## src/rtl/riscv_pkg.sv

```systemverilog
// Shared encodings for the hazard scoreboard and its forwarding selectors.
//   RES_LOAD : ResultSrc value that marks a load in E (data only ready after M)
//   FWD_*    : forwarding mux selects driven onto ForwardAE / ForwardBE
package riscv_pkg;

    localparam logic [1:0] RES_LOAD = 2'b01;

    localparam logic [1:0] FWD_RF = 2'b00;  // operand from register file
    localparam logic [1:0] FWD_W  = 2'b01;  // operand from write-back stage
    localparam logic [1:0] FWD_M  = 2'b10;  // operand from memory stage

endpackage

```

## src/rtl/forward_select.sv

```systemverilog
// Forwarding select for one E-stage source operand.
//   Rs        : E-stage source register
//   RdM, RegWriteM : memory-stage destination and write enable
//   RdW, RegWriteW : write-back-stage destination and write enable
//   Forward   : FWD_M / FWD_W / FWD_RF
// The younger producer (M) wins over W; x0 is never forwarded.
module forward_select
    import riscv_pkg::*;
#(
    parameter int RAW = 5
) (
    input  logic [RAW-1:0] Rs,
    input  logic [RAW-1:0] RdM,
    input  logic           RegWriteM,
    input  logic [RAW-1:0] RdW,
    input  logic           RegWriteW,
    output logic [1:0]     Forward
);

    always_comb begin
        Forward = FWD_RF;
        if (RegWriteM && (RdM == Rs) && (RdM != '0))
            Forward = FWD_M;
        else if (RegWriteW && (RdW == Rs) && (RdW != '0))
            Forward = FWD_W;
    end

endmodule

```

## src/rtl/hazard_scoreboard.sv

```systemverilog
// Hazard unit for the 5-stage pipeline with a register scoreboard for one
// variable-latency multi-cycle (mul/div) unit.
//   clk, rst          : clock, synchronous active-low reset
//   D-stage           : Rs1D/Rs2D (+UseRs1D/UseRs2D), RdD, McOpD
//   E-stage           : Rs1E/Rs2E/RdE, RegWriteE, ResultSrcE, PCSrcE, McIssueE
//   M-stage           : RdM, RegWriteM, MemAccessM, MemReadyM
//   W-stage           : RdW, RegWriteW
//   MC unit           : McDone in; McAck, McRd, McBusy out
//   Pipeline control  : StallF/D/E/M, FlushD/E/W, ForwardAE/BE
//   StallCount        : saturating count of cycles with StallD=1
// Control outputs are combinational; scoreboard state updates on posedge.
module hazard_scoreboard
    import riscv_pkg::*;
#(
    parameter int NREGS  = 32,
    parameter int RAW    = 5,
    parameter int PERF_W = 16
) (
    input  logic              clk,
    input  logic              rst,
    input  logic [RAW-1:0]    Rs1D,
    input  logic [RAW-1:0]    Rs2D,
    input  logic              UseRs1D,
    input  logic              UseRs2D,
    input  logic [RAW-1:0]    RdD,
    input  logic              McOpD,
    input  logic [RAW-1:0]    Rs1E,
    input  logic [RAW-1:0]    Rs2E,
    input  logic [RAW-1:0]    RdE,
    input  logic              RegWriteE,
    input  logic [1:0]        ResultSrcE,
    input  logic              PCSrcE,
    input  logic              McIssueE,
    input  logic [RAW-1:0]    RdM,
    input  logic              RegWriteM,
    input  logic              MemAccessM,
    input  logic              MemReadyM,
    input  logic [RAW-1:0]    RdW,
    input  logic              RegWriteW,
    input  logic              McDone,
    output logic              McAck,
    output logic [RAW-1:0]    McRd,
    output logic              McBusy,
    output logic              StallF,
    output logic              StallD,
    output logic              StallE,
    output logic              StallM,
    output logic              FlushD,
    output logic              FlushE,
    output logic              FlushW,
    output logic [1:0]        ForwardAE,
    output logic [1:0]        ForwardBE,
    output logic [PERF_W-1:0] StallCount
);

    logic [NREGS-1:0]  pend;
    logic              busy;
    logic [RAW-1:0]    mcRd;
    logic [PERF_W-1:0] stallCnt;

    logic memWait, loadUse, rawSb, waw, structHz, hzD, issue;

    assign memWait  = MemAccessM & ~MemReadyM;
    assign loadUse  = (ResultSrcE == RES_LOAD) & RegWriteE & (RdE != '0) &
                      ((UseRs1D & (Rs1D == RdE)) | (UseRs2D & (Rs2D == RdE)));
    assign rawSb    = (pend[Rs1D] & UseRs1D) | (pend[Rs2D] & UseRs2D);
    assign waw      = pend[RdD] & (RdD != '0);
    // A second MC op may not enter E while the unit is busy or about to be.
    assign structHz = McOpD & (busy | McIssueE);
    assign hzD      = loadUse | rawSb | waw | structHz;

    always_comb begin
        StallF = 1'b0;
        StallD = 1'b0;
        StallE = 1'b0;
        StallM = 1'b0;
        FlushD = 1'b1;
        FlushE = 1'b1;
        FlushW = 1'b1;
        McAck  = 1'b0;
        if (rst) begin
            if (memWait) begin
                // Whole pipe freezes; a branch in E is held and resolves later.
                StallF = 1'b1;
                StallD = 1'b1;
                StallE = 1'b1;
                StallM = 1'b1;
                FlushD = 1'b0;
                FlushE = 1'b0;
                FlushW = 1'b1;
            end else begin
                StallF = hzD;
                StallD = hzD;
                FlushD = PCSrcE;
                FlushE = PCSrcE | hzD;
                FlushW = 1'b0;
            end
            // Pipeline write-back owns the regfile port; MC waits its turn.
            McAck = McDone & busy & ~RegWriteW & ~memWait;
        end
    end

    assign issue = rst & McIssueE & ~StallE & ~busy;

    always_ff @(posedge clk) begin
        if (!rst) begin
            pend     <= '0;
            busy     <= 1'b0;
            mcRd     <= '0;
            stallCnt <= '0;
        end else begin
            // issue needs !busy and McAck needs busy, so they never coincide.
            if (issue) begin
                busy <= 1'b1;
                mcRd <= RdE;
                if (RdE != '0)
                    pend[RdE] <= 1'b1;
            end
            if (McAck) begin
                busy       <= 1'b0;
                pend[mcRd] <= 1'b0;
            end
            if (StallD && (stallCnt != {PERF_W{1'b1}}))
                stallCnt <= stallCnt + PERF_W'(1);
        end
    end

    assign McRd       = mcRd;
    assign McBusy     = busy;
    assign StallCount = stallCnt;

    logic [1:0][RAW-1:0] rsE;
    logic [1:0][1:0]     fwd;
    assign rsE = {Rs2E, Rs1E};

    for (genvar s = 0; s < 2; s++) begin : gFwd
        forward_select #(.RAW(RAW)) uFwd (
            .Rs        (rsE[s]),
            .RdM       (RdM),
            .RegWriteM (RegWriteM),
            .RdW       (RdW),
            .RegWriteW (RegWriteW),
            .Forward   (fwd[s])
        );
    end

    assign ForwardAE = fwd[0];
    assign ForwardBE = fwd[1];

endmodule

```

## config.mk

```make
export PLATFORM = sky130hd
export DESIGN_NAME = hazard_scoreboard
export DESIGN_NICKNAME = d
export VERILOG_FILES = /design/src/rtl/riscv_pkg.sv /design/src/rtl/forward_select.sv /design/src/rtl/hazard_scoreboard.sv
export SDC_FILE = /design/constraint.sdc
export NUM_CORES = 1
export LEC_CHECK = 0
export BUFFER_PORTS_ARGS = -buffer_cell sky130_fd_sc_hd__clkbuf_2
export CORE_MARGIN = 4
export CORE_UTILIZATION = 25
export DETAILED_ROUTE_END_ITERATION = 12
export PLACE_DENSITY = 0.49
export SLEW_MARGIN = 20
export SYNTH_ARGS = -nofsm -noshare
export SYNTH_HDL_FRONTEND = slang
export SYNTH_SLANG_ARGS = --single-unit
export TNS_END_PERCENT = 5
```

## constraint.sdc

```tcl
create_clock -name clk -period 2.55 [get_ports clk]
set_input_delay 0 -clock clk [delete_from_list [all_inputs] [get_ports clk]]
set_output_delay 0 -clock clk [all_outputs]
set_load 0.01 [all_outputs]
```

Yosys cells after proc, flatten, opt, wreduce, memory -nomap -nowiden:

Cells that the tools add are included.

* register bits after elaboration: 54

* $add $sub $neg: 1
* order comparisons: 7
* eq/ne operators: 8
* mux-type cells: 28
* bitwise logic cells: 32
* reduce and logical (&&, ||, !) cells: 16

Operator list (count)
* 32-bit two-way mux: 4
* 32-bit AND: 1
* 32-bit NOT: 1
* 32-bit bitwise OR: 1
* 5-bit == test: 6
* 5-bit by 6-bit less-than comparator with 1-bit output, second input constant: 5
* 5-bit nonzero test: 4
* 1-bit two-way mux: 17
* 16-bit by 1-bit adder with 16-bit output, second input constant: 1
* 1-bit AND: 16
* 16-bit inequality test, second input constant: 1
* 1-bit binary-select mux with 5-bit select: 3
* 1-bit logical AND: 11
* 1-bit demux with 5-bit select: 2
* 5-bit by 1-bit greater-or-equal comparator with 1-bit output, second input constant: 2
* 1-bit bitwise OR: 7
* 1-bit NOT: 6
* 2-bit two-way mux: 2
* 2-bit by 1-bit == test with 1-bit output, second input constant: 1
* 2-bit OR reduction: 1

Depth between registers and ports, before layout:

* depth in word-level cells: 11
* gate-level depth with buffers: 11
* depth with buffers taken out: 8

Hierarchy:

From an unflattened synthesis, not the netlist that was laid out.

* cell total of the unflattened synthesis: 444
* area total of the unflattened synthesis: 3877.5 um^2

Modules (own cells, without submodules)
* hazard_scoreboard: times used 1, cells an instance 404, area each 3574.7 um^2, seq. area each 1081.0 um^2
* forward_select: times used 2, cells an instance 20, area each 151.4 um^2, seq. area each 0.0 um^2

Worst setup path after synthesis:

OpenSTA, ideal clock, no wires.

* path type: register -> register
* start: register pend[19]
* end: register stallCnt[0], in the netlist StallCount[0]
* setup time: 134 ps
* arrival time: 2400 ps
* data required time: 2416 ps
* setup slack: 17 ps
* stages on the path, launching flop included: 11
* path through: dfxtp_1 -> mux4_1 -> mux2_2 -> nand3b_1 -> o311ai_1 -> or4b_4 -> o21bai_4 -> buf_6 -> buf_12 -> xor2_2 -> nor2_1

* longest elaborated chain between the ends: 10

Ends and longest elaborated chain
* from (decl): line hazard_scoreboard.sv:56 `logic [NREGS-1:0] pend;`
* from (signal assigned): line hazard_scoreboard.sv:107 `pend <= '0;`
* from (signal, indexed assignment): line hazard_scoreboard.sv:117 `pend[RdE] <= 1'b1;`
* from (signal, indexed assignment): line hazard_scoreboard.sv:121 `pend[mcRd] <= 1'b0;`
* 1-bit binary-select mux with 5-bit select: line hazard_scoreboard.sv:66 `assign rawSb = (pend[Rs1D] & UseRs1D) | (pend[Rs2D] & UseRs2D);`
* 1-bit two-way mux (implied by the code): line hazard_scoreboard.sv:66
* 1-bit AND: line hazard_scoreboard.sv:66
* 1-bit bitwise OR: line hazard_scoreboard.sv:66
* 1-bit bitwise OR: line hazard_scoreboard.sv:70 `assign hzD = loadUse | rawSb | waw | structHz;`
* 1-bit bitwise OR * (2 in a row): line hazard_scoreboard.sv:70
* 1-bit two-way mux *: line hazard_scoreboard.sv:82 `if (memWait) begin`
* 1-bit two-way mux *: line hazard_scoreboard.sv:81 `if (rst) begin`
* 1-bit logical AND *: line hazard_scoreboard.sv:123 `if (StallD && (stallCnt != {PERF_W{1'b1}}))`
* to (signal assigned): line hazard_scoreboard.sv:124 `stallCnt <= stallCnt + PERF_W'(1);`
* to (decl): line hazard_scoreboard.sv:59 `logic [PERF_W-1:0] stallCnt;`

Mark *: on every way between the ends. The rest lies on a longest branch, timed or not. The select of a mux whose other input is x is not followed.
A chain may end at the register's enable or synchronous reset.

Worst setup path in the final report:

* start: register pend[22]
* end: output FlushE

* longest elaborated chain between the ends: 10

Ends and longest elaborated chain
* 1-bit binary-select mux with 5-bit select: line hazard_scoreboard.sv:66
* 1-bit two-way mux (implied by the code): line hazard_scoreboard.sv:66
* 1-bit AND: line hazard_scoreboard.sv:66
* 1-bit bitwise OR: line hazard_scoreboard.sv:66
* 1-bit bitwise OR: line hazard_scoreboard.sv:70
* 1-bit bitwise OR * (2 in a row): line hazard_scoreboard.sv:70
* 1-bit bitwise OR *: line hazard_scoreboard.sv:95 `FlushE = PCSrcE | hzD;`
* 1-bit two-way mux *: line hazard_scoreboard.sv:82
* 1-bit two-way mux *: line hazard_scoreboard.sv:81
* to (decl): line hazard_scoreboard.sv:49 `output logic FlushE,`

Marks and branches as above.

==> reports/results.ini <==
[status]
outcome = finished, violations left
violated_checks = setup timing

[synthesis]
yosysMostFrequentCell = sky130_fd_sc_hd__a21oi_1
synth.largest_area_cell = sky130_fd_sc_hd__dfxtp_1
synth.distinct_cells = 57
complex_gate_fraction_of_the_synthesized_area_pct = 22.3
syn_inst = 448
synthMuxAreaShare_pct = 15.1
synthDominantCellAreaShare_pct = 28.4
synth.area.top_cells = sky130_fd_sc_hd__dfxtp_1 (28%), sky130_fd_sc_hd__a21oi_1 (9.5%), sky130_fd_sc_hd__mux4_2 (7.7%)
synth-edff-count = 0
async_flop_share_pct = 0
yosys.area_share.simple_pct = 21.3
synth.net_count = 504
yosys_most_used_dff = sky130_fd_sc_hd__dfxtp_1
ff_latch_count_synth = 54
dominant_combinational_cell_family_by_area_after_synthesis = compound AO/OA/AOI/OAI gates
synth_sequential_area_ratio_pct = 28.4
post_synth_fa_ha_maj_area_fraction_pct = 0.329
synth_area_mm2 = 0.00380
synthXorXnorAreaFrac_pct = 7.34
synth_common_cells = sky130_fd_sc_hd__a21oi_1 (72), sky130_fd_sc_hd__dfxtp_1 (54), sky130_fd_sc_hd__o21ai_0 (38)
synthesis.area_per_instance_um2 = 8.48
synth-warning-count = 0

[finish]
stdcell_count = 732
final_core_area_utilization_pct = 32.5
insertedDiodeCount = 0
fin_nets = 603
fraction_of_final_layout_cells_sized_beyond_drive_strength_1_pct = 33.8
flow.area_growth_from_synthesis_pct = 25.5

[timing]
setup_total_negative_slack_ns = -0.207
final_skew_ns = 0.00675
min_period_over_period_pct = 102
hold_viol = 0
timing.fmax_mhz = 385
grt_setup_unrepaired = true
final.setup.worst_slack_ns = -0.0496
timing_max_transition_violations_final = 0
period_minus_slack_ns = 2.60
worst_pin_slew_ns = 0.835
relSlewSlack_pct = 44.3
final-setup-viol-count = 14

[clock_network]
cts_made_buffers = 5
ctsHtreeMaxLevel = 2
clock_sinks = 54
cts-root-to-sink-buffers = 2
clockRootBuffer = sky130_fd_sc_hd__clkbuf_16
clk_transition_reported_paths_ns = 0.07
cts_tree = done
cts.repair_timing.setup_buffer_count = 0
worst_skew_pair.late_latency_ns = 0.29

[routing]
detailroute.via_count = 3929
finalWirelength_um = 12900
met3WireLength_um = 927
detail_route.vias_per_cell = 5.37
met1_length_um = 6020
route.met2.wl_um = 5750
wl_per_cell_um = 17.6
detail_route.iter0.violations = 293
drc = 0
antenna_violating_nets_post_route = 0
drt_pass1_iterations = 5
routed.top_layer = met4

[global_routing]
largest_net_degree_at_the_start_of_global_routing = 42
antenna_found_initial = 0
global_route_wire_length_before_repair_um = 20900
overflow = 0
track_usage_pct = 14.6
first_global_vias = 3974

[floorplan]
top_level_pins = 89
design.core.area_mm2 = 0.0147
die_area_mm2 = 0.0172
initial_cell_density_of_the_core_pct = 25.9
die_height_um = 131
die-width_um = 131
std_cell_rows = 44

[worst_setup_path]
worstPathRequired_ns = 2.55
arrival_ns = 2.60
worstSetupPathType = reg -> out
crit_chain = mux4_2, mux2_4, nand3b_1, o311ai_2, or4b_4, nor3_2, o21ai_1, buf_2
end_kind = primary output
slowest_stage = sky130_fd_sc_hd__or4b_4
setup.worst_path.start_class = flop
crit_path_max_fo = 3
critical-path-max-stage-delay_ns = 0.61

[min_path]
worstHoldPathType = in -> reg

[place]
number_of_port_buffers = 88
numPlacedInstances = 725
dpl_hpwl_um = 10100
place_congestion = 0.876

[power]
p_leak_nw = 1.87
power.ir.vdd_worst_mv = 0.326
power_per_cell_area_mw_per_mm2 = 438

[run]
max_cap_violations = 0

-- cells by family after synthesis --
group / count (synthesis)
AOI/OAI and AO/OA: 144
and+or+nand+nor: 144
DFF: 54
buffers and inverters: 38
muxes: 36
xor gates and xnor gates: 31
adders and majority gates: 1
-- sequential cells by signal, summed over array words and instances, names as in the netlist --
register    flops
pend           32
StallCount     16
McRd            5
McBusy          1
-- routing by layer --
metal / up-vias / track usage, %
met2: 159 / 23.2
met1: 1885 / 20.5
met3: 14 / 2.75
li1: 1871 / -
met4: 0 / 4.08
met5: - / 0
-- report_power, final --
| part | switching, mW | internal, mW | total, mW |
|---|---|---|---|
| Sequential | 0.0313 | 0.862 | 0.894 |
| Clock | 0.307 | 0.464 | 0.771 |
| Combinational | 0.246 | 0.178 | 0.424 |
| Total | 0.584 | 1.51 | 2.09 |
-- path summary, 6_finish.rpt --
kind	endpoint	slack [ns]	startpoint	cells after the start
setup / recovery	FlushE	-0.05	pend[22]	8
hold / removal	McBusy	0.02	McIssueE	3
setup reg to reg	StallCount[8]	-0.02	pend[22]	9
hold reg to reg	StallCount[8]	0.49	StallCount[8]	2
-- metrics by stage --
| step | setup slack, ns | power [mW] | instance area (µm²) | hold WS, ns |
|---|---|---|---|---|
| global placement | -0.000707 | 1.32 | 4590 | 0.321 |
| global route | -0.141 | 2.20 | 4770 | 0.0644 |
| floorplan | 0.0165 | 1.16 | 3800 | 0.115 |
| detailed placement | -0.0323 | 1.33 | 4590 | 0.327 |
| CTS | -0.0700 | 2.11 | 4760 | 0.0185 |
| finish | -0.0496 | 2.09 | 4770 | 0.0204 |
-- worst max-delay path, delay by kind of cell, from the launching register on --
family                 cells  cell delay (ns)
muxes                      2             0.76
DFF                        1             0.32
and+or+nand+nor            3             0.89
AOI/OAI and AO/OA          2             0.19
buffers and inverters      1             0.17
-- layout make-up --
| cell class | count | area, µm² |
|---|---|---|
| clock buffers | 6 | 129 |
| clock inverters | 2 | 37.5 |
| fillers | 1553 | 9930 |
| inverters | 6 | 22.5 |
| multi-input cells | 356 | 2550 |
| flip-flops and latches | 54 | 1080 |
| well taps | 184 | 230 |
| repair buffers | 124 | 723 |
-- placed cells by master (no fill, tap or decap), types with 3 or more instances in the layout --
master	instances
sky130_fd_sc_hd__nand2_1	32
sky130_fd_sc_hd__nor4_1	7
sky130_fd_sc_hd__nand4_1	7
sky130_fd_sc_hd__clkbuf_2	87
sky130_fd_sc_hd__nor3b_1	4
sky130_fd_sc_hd__buf_4	35
sky130_fd_sc_hd__xnor2_1	8
sky130_fd_sc_hd__o31ai_1	3
sky130_fd_sc_hd__or3_2	7
sky130_fd_sc_hd__a21oi_2	7
sky130_fd_sc_hd__o21ai_0	36
sky130_fd_sc_hd__inv_1	6
sky130_fd_sc_hd__mux2i_1	18
sky130_fd_sc_hd__nand3_1	19
sky130_fd_sc_hd__nand2b_1	3
sky130_fd_sc_hd__mux4_2	15
sky130_fd_sc_hd__xor2_1	22
sky130_fd_sc_hd__or4_1	6
sky130_fd_sc_hd__clkbuf_16	5
sky130_fd_sc_hd__or3_1	3
sky130_fd_sc_hd__nor2b_1	8
sky130_fd_sc_hd__a21oi_1	72
sky130_fd_sc_hd__nor3_1	4
sky130_fd_sc_hd__dfxtp_1	53
sky130_fd_sc_hd__nand3b_1	11
sky130_fd_sc_hd__o21ai_2	8
sky130_fd_sc_hd__nor2_1	16
-- repair_timing --
action                                  CTS  global route
endpoints found under the hold margin     0             0
gates resized for setup                   8             3
hold buffers                              0             0
pin swaps                                 4             2
endpoints found under the setup margin   16            18
No activity file was read; power rests on OpenSTA's default activity.
